`src/rtl/dbus_arbiter.sv`:
```
// dbus_arbiter: shares the memory-stage data bus between the CPU (priority) and a single-beat
// secondary master, forcing a one-cycle CPU stall when the secondary master has waited too long.
module dbus_arbiter #(
   parameter int STARVE_LIMIT = 4,
   parameter int CNT_W        = 4
) (
   input  logic        clk,
   input  logic        reset,
   input  logic        cpu_req,
   input  logic [31:0] cpu_addr,
   input  logic [31:0] cpu_wdata,
   input  logic        cpu_we,
   output logic [31:0] cpu_rdata,
   output logic        cpu_stall,
   input  logic        dma_req,
   input  logic [31:0] dma_addr,
   input  logic [31:0] dma_wdata,
   input  logic        dma_we,
   output logic        dma_gnt,
   output logic        dma_done,
   output logic [31:0] dma_rdata,
   output logic [31:0] mem_addr,
   output logic [31:0] mem_wdata,
   output logic        mem_we,
   input  logic [31:0] mem_rdata
);
   logic [CNT_W-1:0] wait_q, wait_d;
   logic             done_q;
   logic [31:0]      rdata_q, rdata_d;
   logic             frc;
   always_comb begin
      frc       = dma_req & cpu_req & (wait_q == CNT_W'(STARVE_LIMIT));
      dma_gnt   = dma_req & (~cpu_req | frc);
      cpu_stall = frc;
      mem_addr  = dma_gnt ? dma_addr : cpu_addr;
      mem_wdata = dma_gnt ? dma_wdata : cpu_wdata;
      mem_we    = dma_gnt ? dma_we : (cpu_we & cpu_req);
      // saturating count of consecutive denied cycles; a grant or a dropped request clears it
      wait_d    = (dma_gnt | ~dma_req) ? '0
                : (wait_q == CNT_W'(STARVE_LIMIT)) ? wait_q : wait_q + 1'b1;
      rdata_d   = dma_gnt ? mem_rdata : rdata_q;
   end
   assign cpu_rdata = mem_rdata;
   assign dma_done  = done_q;
   assign dma_rdata = rdata_q;
   always_ff @(posedge clk or negedge reset) begin
      if (!reset) begin
         wait_q  <= '0;
         done_q  <= 1'b0;
         rdata_q <= '0;
      end else begin
         wait_q  <= wait_d;
         done_q  <= dma_gnt;
         rdata_q <= rdata_d;
      end
   end
endmodule

```
`config.mk`:
```
export PLATFORM = sky130hd
export DESIGN_NAME = dbus_arbiter
export DESIGN_NICKNAME = d
export VERILOG_FILES = /design/src/rtl/dbus_arbiter.sv
export SDC_FILE = /design/constraint.sdc
export NUM_CORES = 1
export LEC_CHECK = 0
export BUFFER_PORTS_ARGS = -buffer_cell sky130_fd_sc_hd__buf_4
export CORE_AREA = 2 2 115 117
export DETAILED_ROUTE_END_ITERATION = 16
export DIE_AREA = 0 0 117 119
export PLACE_DENSITY = 0.61
export SLEW_MARGIN = 10
export SYNTH_ARGS = -nofsm -noshare
export SYNTH_HDL_FRONTEND = slang
export SYNTH_SLANG_ARGS = --single-unit
```
`constraint.sdc`:
```
create_clock -name clk -period 4.8 [get_ports clk]
set_input_delay 1.2 -clock clk [delete_from_list [all_inputs] [get_ports clk]]
set_output_delay 1.2 -clock clk [all_outputs]
set_load 0.01 [all_outputs]
```
==> metrics, run 1 <==
top-area cell type share of the netlist area=36.2%; Synth cell types=16; Area Overhead vs Synth=89.5%; max_slew headroom=66.3%; vias in the first global route=2,548; DR vias/cell=3.93; hold path depth=1; hold_ws=0.499 ns; Req. time, crit path=3.60 ns; DRT iter0 DRCs=30; met1 Resource Use GR=12.3%; RSZ-0062 raised after global routing=false; Post-CTS Setup Repair Bufs=0; r2r startpoint=wait_q[0]; cts repair resizes=0; first-pass GRT wire length=12.4 mm; worst path arrival time=2.47 ns; Static Leakage=2.46 nW; Final Cycle Share=76.4%; Worst Tran Pin Value=0.505 ns; Clock Tree Root=clkbuf_16; Post-Syn Instances=196; Max VDD drop=0.000121 V; fin nets=628; sequential share of the synthesized area=36.2%; Mapped Avg Cell Area=13.1 um2; reg2reg end=dma_rdata[2]; syn nets=364; cts bufs inserted=5; maxcap violations=0; hold path start=wait_q[0]; met2 usage=22.1%; count of state elements after synthesis=37; worst-path fanout max=42; Final setup viols=0; crit start category=input pin; status=finished, final reports clean; CTS tree=built; min Tclk post-route=3.67 ns; Detailed Route WL=8.76 mm; post-DP HPWL=7.45 mm; met3 Track Usage GR=1.98%; WL/cell=13.7 um; total grt overflow=0; Final GP Congestion=0.707; Die Footprint=0.0139 mm2; Ports=298; Worst Reg-to-Reg Cells=7; flop2flop setup slack=2.44 ns; Most Crowded Layer GR=met2; chip height=119 um; clock slew at reported path FFs=0.06 ns; Die Span X=117 um; Setup Skew=0.00520 ns; worst skew pair latency=0.28 ns; Routed Antenna Nets=0; std cell rows=42; Slew Limit Fails=0; antenna violations before repair=0; final setup TNS=0 ns; share of layout cells above drive strength 1=87.9%; Post-Syn Area=0.00256 mm2; I/O Buffers=297; Pwr Density=247 mW/mm2; ANT cells=0; HP Class=reg2reg; Global Route Usage Sum=11.3%; clock sink count=37; Synth area leader=dfrtp_1; Warnings, synthesis=0; worst-case clock buffer depth=2; pin count of the biggest net entering global routing=43; Hold Path End=wait_q[0]; H-tree levels=2; maximum clock frequency=0.273 GHz; post-layout util=37.7%; Hold-fix buffers, CTS=0; # DRC=0; Fin. Hold Viols=0; total number of vias=2,501; critical path class=in2out; Core ar.=0.0129 mm2; DRT Pass-1 Iters=3; crit end category=primary output; synth top area cells=dfrtp_1 (36%), mux2_2 (34%), buf_4 (11%); initial cell density of the core=19.9%
-- logic make-up after synthesis --
kind of cell / share of synthesized area, %
flip-flops: 36.2
buffers and inverters: 14.8
multiplexers: 45.2
AND/OR/NAND/NOR: 1.71
adder cells (fa/ha/maj): 0.977
XOR/XNOR: 0.684
AO/OA/AOI/OAI: 0.440
-- final cells by class --
type	instances	area, um2
clock buffers	6	139
clock inverters	2	37.5
fillers	1285	8020
inverters	4	15.0
multi-input cells	112	1260
flip-flops and latches	37	926
well taps	176	220
repair buffers	300	2250
-- critical path: stages --
cell and delay (ns):
buf_4 0.13, a21boi_4 0.12, buf_4 0.44, mux2_2 0.40, buf_4 0.14
-- flip-flops by register name, summed over array words and instances (netlist names) --
name / cells
wait_q: 4
dma_done: 1
dma_rdata: 32
-- synthesized netlist by cell type --
cell       n
xnor2_1    1
mux2i_1    1
mux2_4    18
a21boi_2   1
xor2_1     1
inv_1      4
nand3b_1   1
dfrtp_1   37
mux2_2    78
nor2_1     5
nand3_1    2
buf_4     39
buf_6      1
nand2_1    2
ha_1       2
buf_12     3
-- per-layer routing --
layer	part of all wire, %	wire [um]
met4	1.0	89
met1	36	3130
met2	55	4810
met5	0	0
met3	8.4	732
-- layout by cell type, fill, tap and decap left out, drive strengths merged, types with 2 or more instances in the layout --
cell type,instances
nor2,5
clkbuf,6
inv,4
mux2,96
nand2,2
nand3,2
buf,300
ha,2
dfrtp,37
-- worst max path at each step --
stage / start / endpoint / slack (ns) / cells past startpoint
floorplan: dma_req / mem_wdata[23] / 1.55 / 5
global placement: cpu_req / mem_addr[19] / 1.14 / 5
detailed placement: cpu_req / mem_wdata[6] / 1.12 / 5
CTS: cpu_req / mem_wdata[6] / 1.11 / 5
global route: cpu_req / mem_addr[5] / 1.06 / 5
finish: cpu_req / mem_addr[4] / 1.13 / 5
-- per-stage QoR --
step	area (um2)	worst slack, ns	cells	power [mW]
after floorplan	2560	1.55	196	0.572
after global placement	4680	1.14	629	0.820
after detailed placement	4680	1.12	629	0.827
after CTS	4850	1.11	637	1.23
after global routing	4850	1.06	637	1.27
final	4850	1.13	637	1.20
-- power by group --
| group | internal (mW) | total [mW] | switching [mW] | leakage [nW] |
|---|---|---|---|---|
| Clock | 0.259 | 0.385 | 0.126 | 0.0831 |
| Sequential | 0.353 | 0.374 | 0.0208 | 0.443 |
| Combinational | 0.281 | 0.441 | 0.160 | 1.93 |
Power figures use the tool's default switching activity.
==> run 2: changes to the inputs <==
--- a/config.mk
+++ b/config.mk
@@ -6,10 +6,10 @@
 export NUM_CORES = 1
 export LEC_CHECK = 0
 export BUFFER_PORTS_ARGS = -buffer_cell sky130_fd_sc_hd__buf_4
-export CORE_AREA = 2 2 115 117
+export CORE_AREA = 2 2 117 119
 export DETAILED_ROUTE_END_ITERATION = 16
-export DIE_AREA = 0 0 117 119
-export PLACE_DENSITY = 0.61
+export DIE_AREA = 0 0 119 121
+export PLACE_DENSITY = 0.6
 export SLEW_MARGIN = 10
 export SYNTH_ARGS = -nofsm -noshare
 export SYNTH_HDL_FRONTEND = slang
==> constraint.sdc (replaced) <==
create_clock -name clk -period 3.8 [get_ports clk]
set_input_delay 0.95 -clock clk [delete_from_list [all_inputs] [get_ports clk]]
set_output_delay 0.95 -clock clk [all_outputs]
set_load 0.01 [all_outputs]
==> run 2 against run 1 <==
First-iteration DRC count down 3.3%. Highest routed layer unchanged. Via count decreased by 0.40%. Total power grew 25%. Worst hold slack got worse by 0.012 ns. Largest power group unchanged. Die area is 3.4% higher. Critical endpoint is now mem_addr[27]. Cell area shrank 0.23%. Routed wire length down 3.1%. Critical path type is now reg2out.
==> metrics, run 2 (synthesis gave the netlist of run 1 again) <==
Detailed Route WL=8.49 mm (-3.1%); HP Class=reg2reg; Clock Power Share=31.6% (-0.5 points); DRT iter0 DRCs=29 (-3.3%); clock slew at reported path FFs=0.06 ns (about the same); Fin. Hold Viols=0 (unchanged); Hold-fix buffers, CTS=0 (unchanged); Clock Tree Root=clkbuf_16; critical path class=reg2out; maximum clock frequency=0.305 GHz; Slew Limit Fails=0 (unchanged); worst-case clock buffer depth=2 (unchanged); DRT Pass-1 Iters=4 (+1); flop2flop setup slack=1.78 ns (-0.66 ns); ANT cells=0 (unchanged); H-tree levels=2 (unchanged); Routed Antenna Nets=0 (unchanged); Worst Tran Pin Value=0.548 ns (+0.0435 ns); chip height=121 um (+1.7%); Final Cycle Share=86.2%; hold path start=wait_q[0]; FF/Latch Area=926 um2 (unchanged); Area Overhead vs Synth=89.1%; Die Span X=119 um (+1.7%); std cell rows=42 (unchanged); Post-CTS Setup Repair Bufs=0 (unchanged); most common cell after layout, fill and taps aside=buf_4; initial cell density of the core=19.6% (-0.32 points); fin nets=626 (-0.32%); Pwr Density=310 mW/mm2 (+26%); Final GP Congestion=0.721 (+2.0%); Internal=1.11 mW (+25%); antenna violations before repair=0 (unchanged); Die Footprint=0.0144 mm2 (+3.4%); total grt overflow=0 (unchanged); worst skew pair latency=0.28 ns (about the same); pin count of the biggest net entering global routing=100 (+130%); # DRC=0 (unchanged); r2r startpoint=wait_q[0]; status=finished, final reports clean; FILL cells=1,298 (+1.0%); Core ar.=0.0131 mm2 (+1.6%); DR vias/cell=3.92 (about the same); crit start category=flip-flop; crit end category=primary output; first-pass GRT wire length=12.8 mm (+3.4%); I/O Buffers=297 (unchanged); Setup Skew=0.00634 ns (+0.00114 ns); maxcap violations=0 (unchanged); final setup TNS=0 ns (unchanged); Max VDD drop=0.000129 V (+6.3%); vias in the first global route=2,580 (+1.3%); min Tclk post-route=3.28 ns; RSZ-0062 raised after global routing=false; Worst Setup SP=wait_q[0]; Global Route Usage Sum=11.0% (-0.30 points); WL/cell=13.4 um (-2.8%); share of layout cells above drive strength 1=87.6% (-0.27 points); Largest register FFs=32 (unchanged); worst path arrival time=2.33 ns (-0.14 ns); Flop pwr share=31.4% (+0.2 points); CTS tree=built; Static Leakage=2.45 nW (-0.35%); max_slew headroom=63.4% (-2.9 points); sw power=0.391 mW (+27%); cts bufs inserted=5 (unchanged); most frequent cells in the layout=buf_4 (297), mux2_2 (78), dfrtp_1 (37); Sw Share=26.0% (+0.44 points); Req. time, crit path=2.85 ns (-0.75 ns); clock sink count=37 (unchanged); Final Cell Area=0.00484 mm2 (-0.23%); post-DP HPWL=7.01 mm (-5.9%); Ports=298 (unchanged); Combinational Power Share=37.0% (+0.3 points); Area after DPL=0.00467 mm2 (about the same); cts repair resizes=0 (unchanged); worst-path fanout max=99 (+140%); total number of vias=2,491 (-0.40%); Final setup viols=0 (unchanged); Multi-input gate area=0.00126 mm2 (unchanged)
run 2: final timing paths:
kind                                      end  cells past startpoint
worst max-delay path             mem_addr[27]                      7
worst min-delay path                wait_q[0]                      1
worst max register to register  dma_rdata[29]                      6
worst min register to register      wait_q[0]                      1
max in group asynchronous       dma_rdata[13]                      1
min in group asynchronous       dma_rdata[22]                      1
run 2: area by class of cell:
cell class | instances | area share (%)
Clock buffer | 6 | 2.66
Clock inverter | 2 | 0.801
Inverter | 4 | 0.310
Multi-Input combinational cell | 112 | 26.1
Sequential cell | 37 | 19.1
Tap cell | 176 | 4.55
Timing Repair Buffer | 298 | 46.5
run 2: layer usage:
layer / track usage (%) / routed length (um) / share of wire [%] / vias up
li1: - / - / - / 1177
met3: 3.34 / 834 / 9.8 / 4
met5: 0 / 0 / 0 / -
met1: 11.5 / 2830 / 33 / 1143
met2: 21.5 / 4750 / 56 / 167
met4: 2.68 / 69 / 0.81 / 0
run 2: worst max-delay path, cell delays in order (launching register included):
cell and delay (ns):
dfrtp_1 0.40, inv_1 0.07, ha_1 0.14, nand3b_1 0.16, a21boi_4 0.21, buf_12 0.44, mux2_2 0.43, buf_4 0.15
run 2: through the flow:
stage	instances	total power [mW]	hold WS (ns)	util, %	setup slack, ns
after floorplan	196	0.722	0.454	-	1.05
after global placement	627	1.03	0.475	35.7	0.557
after detailed placement	627	1.04	0.485	35.7	0.547
after CTS	635	1.54	0.494	37.0	0.485
after global routing	635	1.59	0.518	37.0	0.379
final	635	1.50	0.486	37.0	0.524
run 2: power groups by stage:
stage               clock network [mW]  logic, mW  registers, mW
global placement                     0      0.557          0.477
finish                           0.474      0.556          0.472
detailed placement                   0      0.565          0.480
global route                     0.515      0.595          0.479
CTS                              0.499      0.566          0.473
floorplan                            0      0.219          0.503
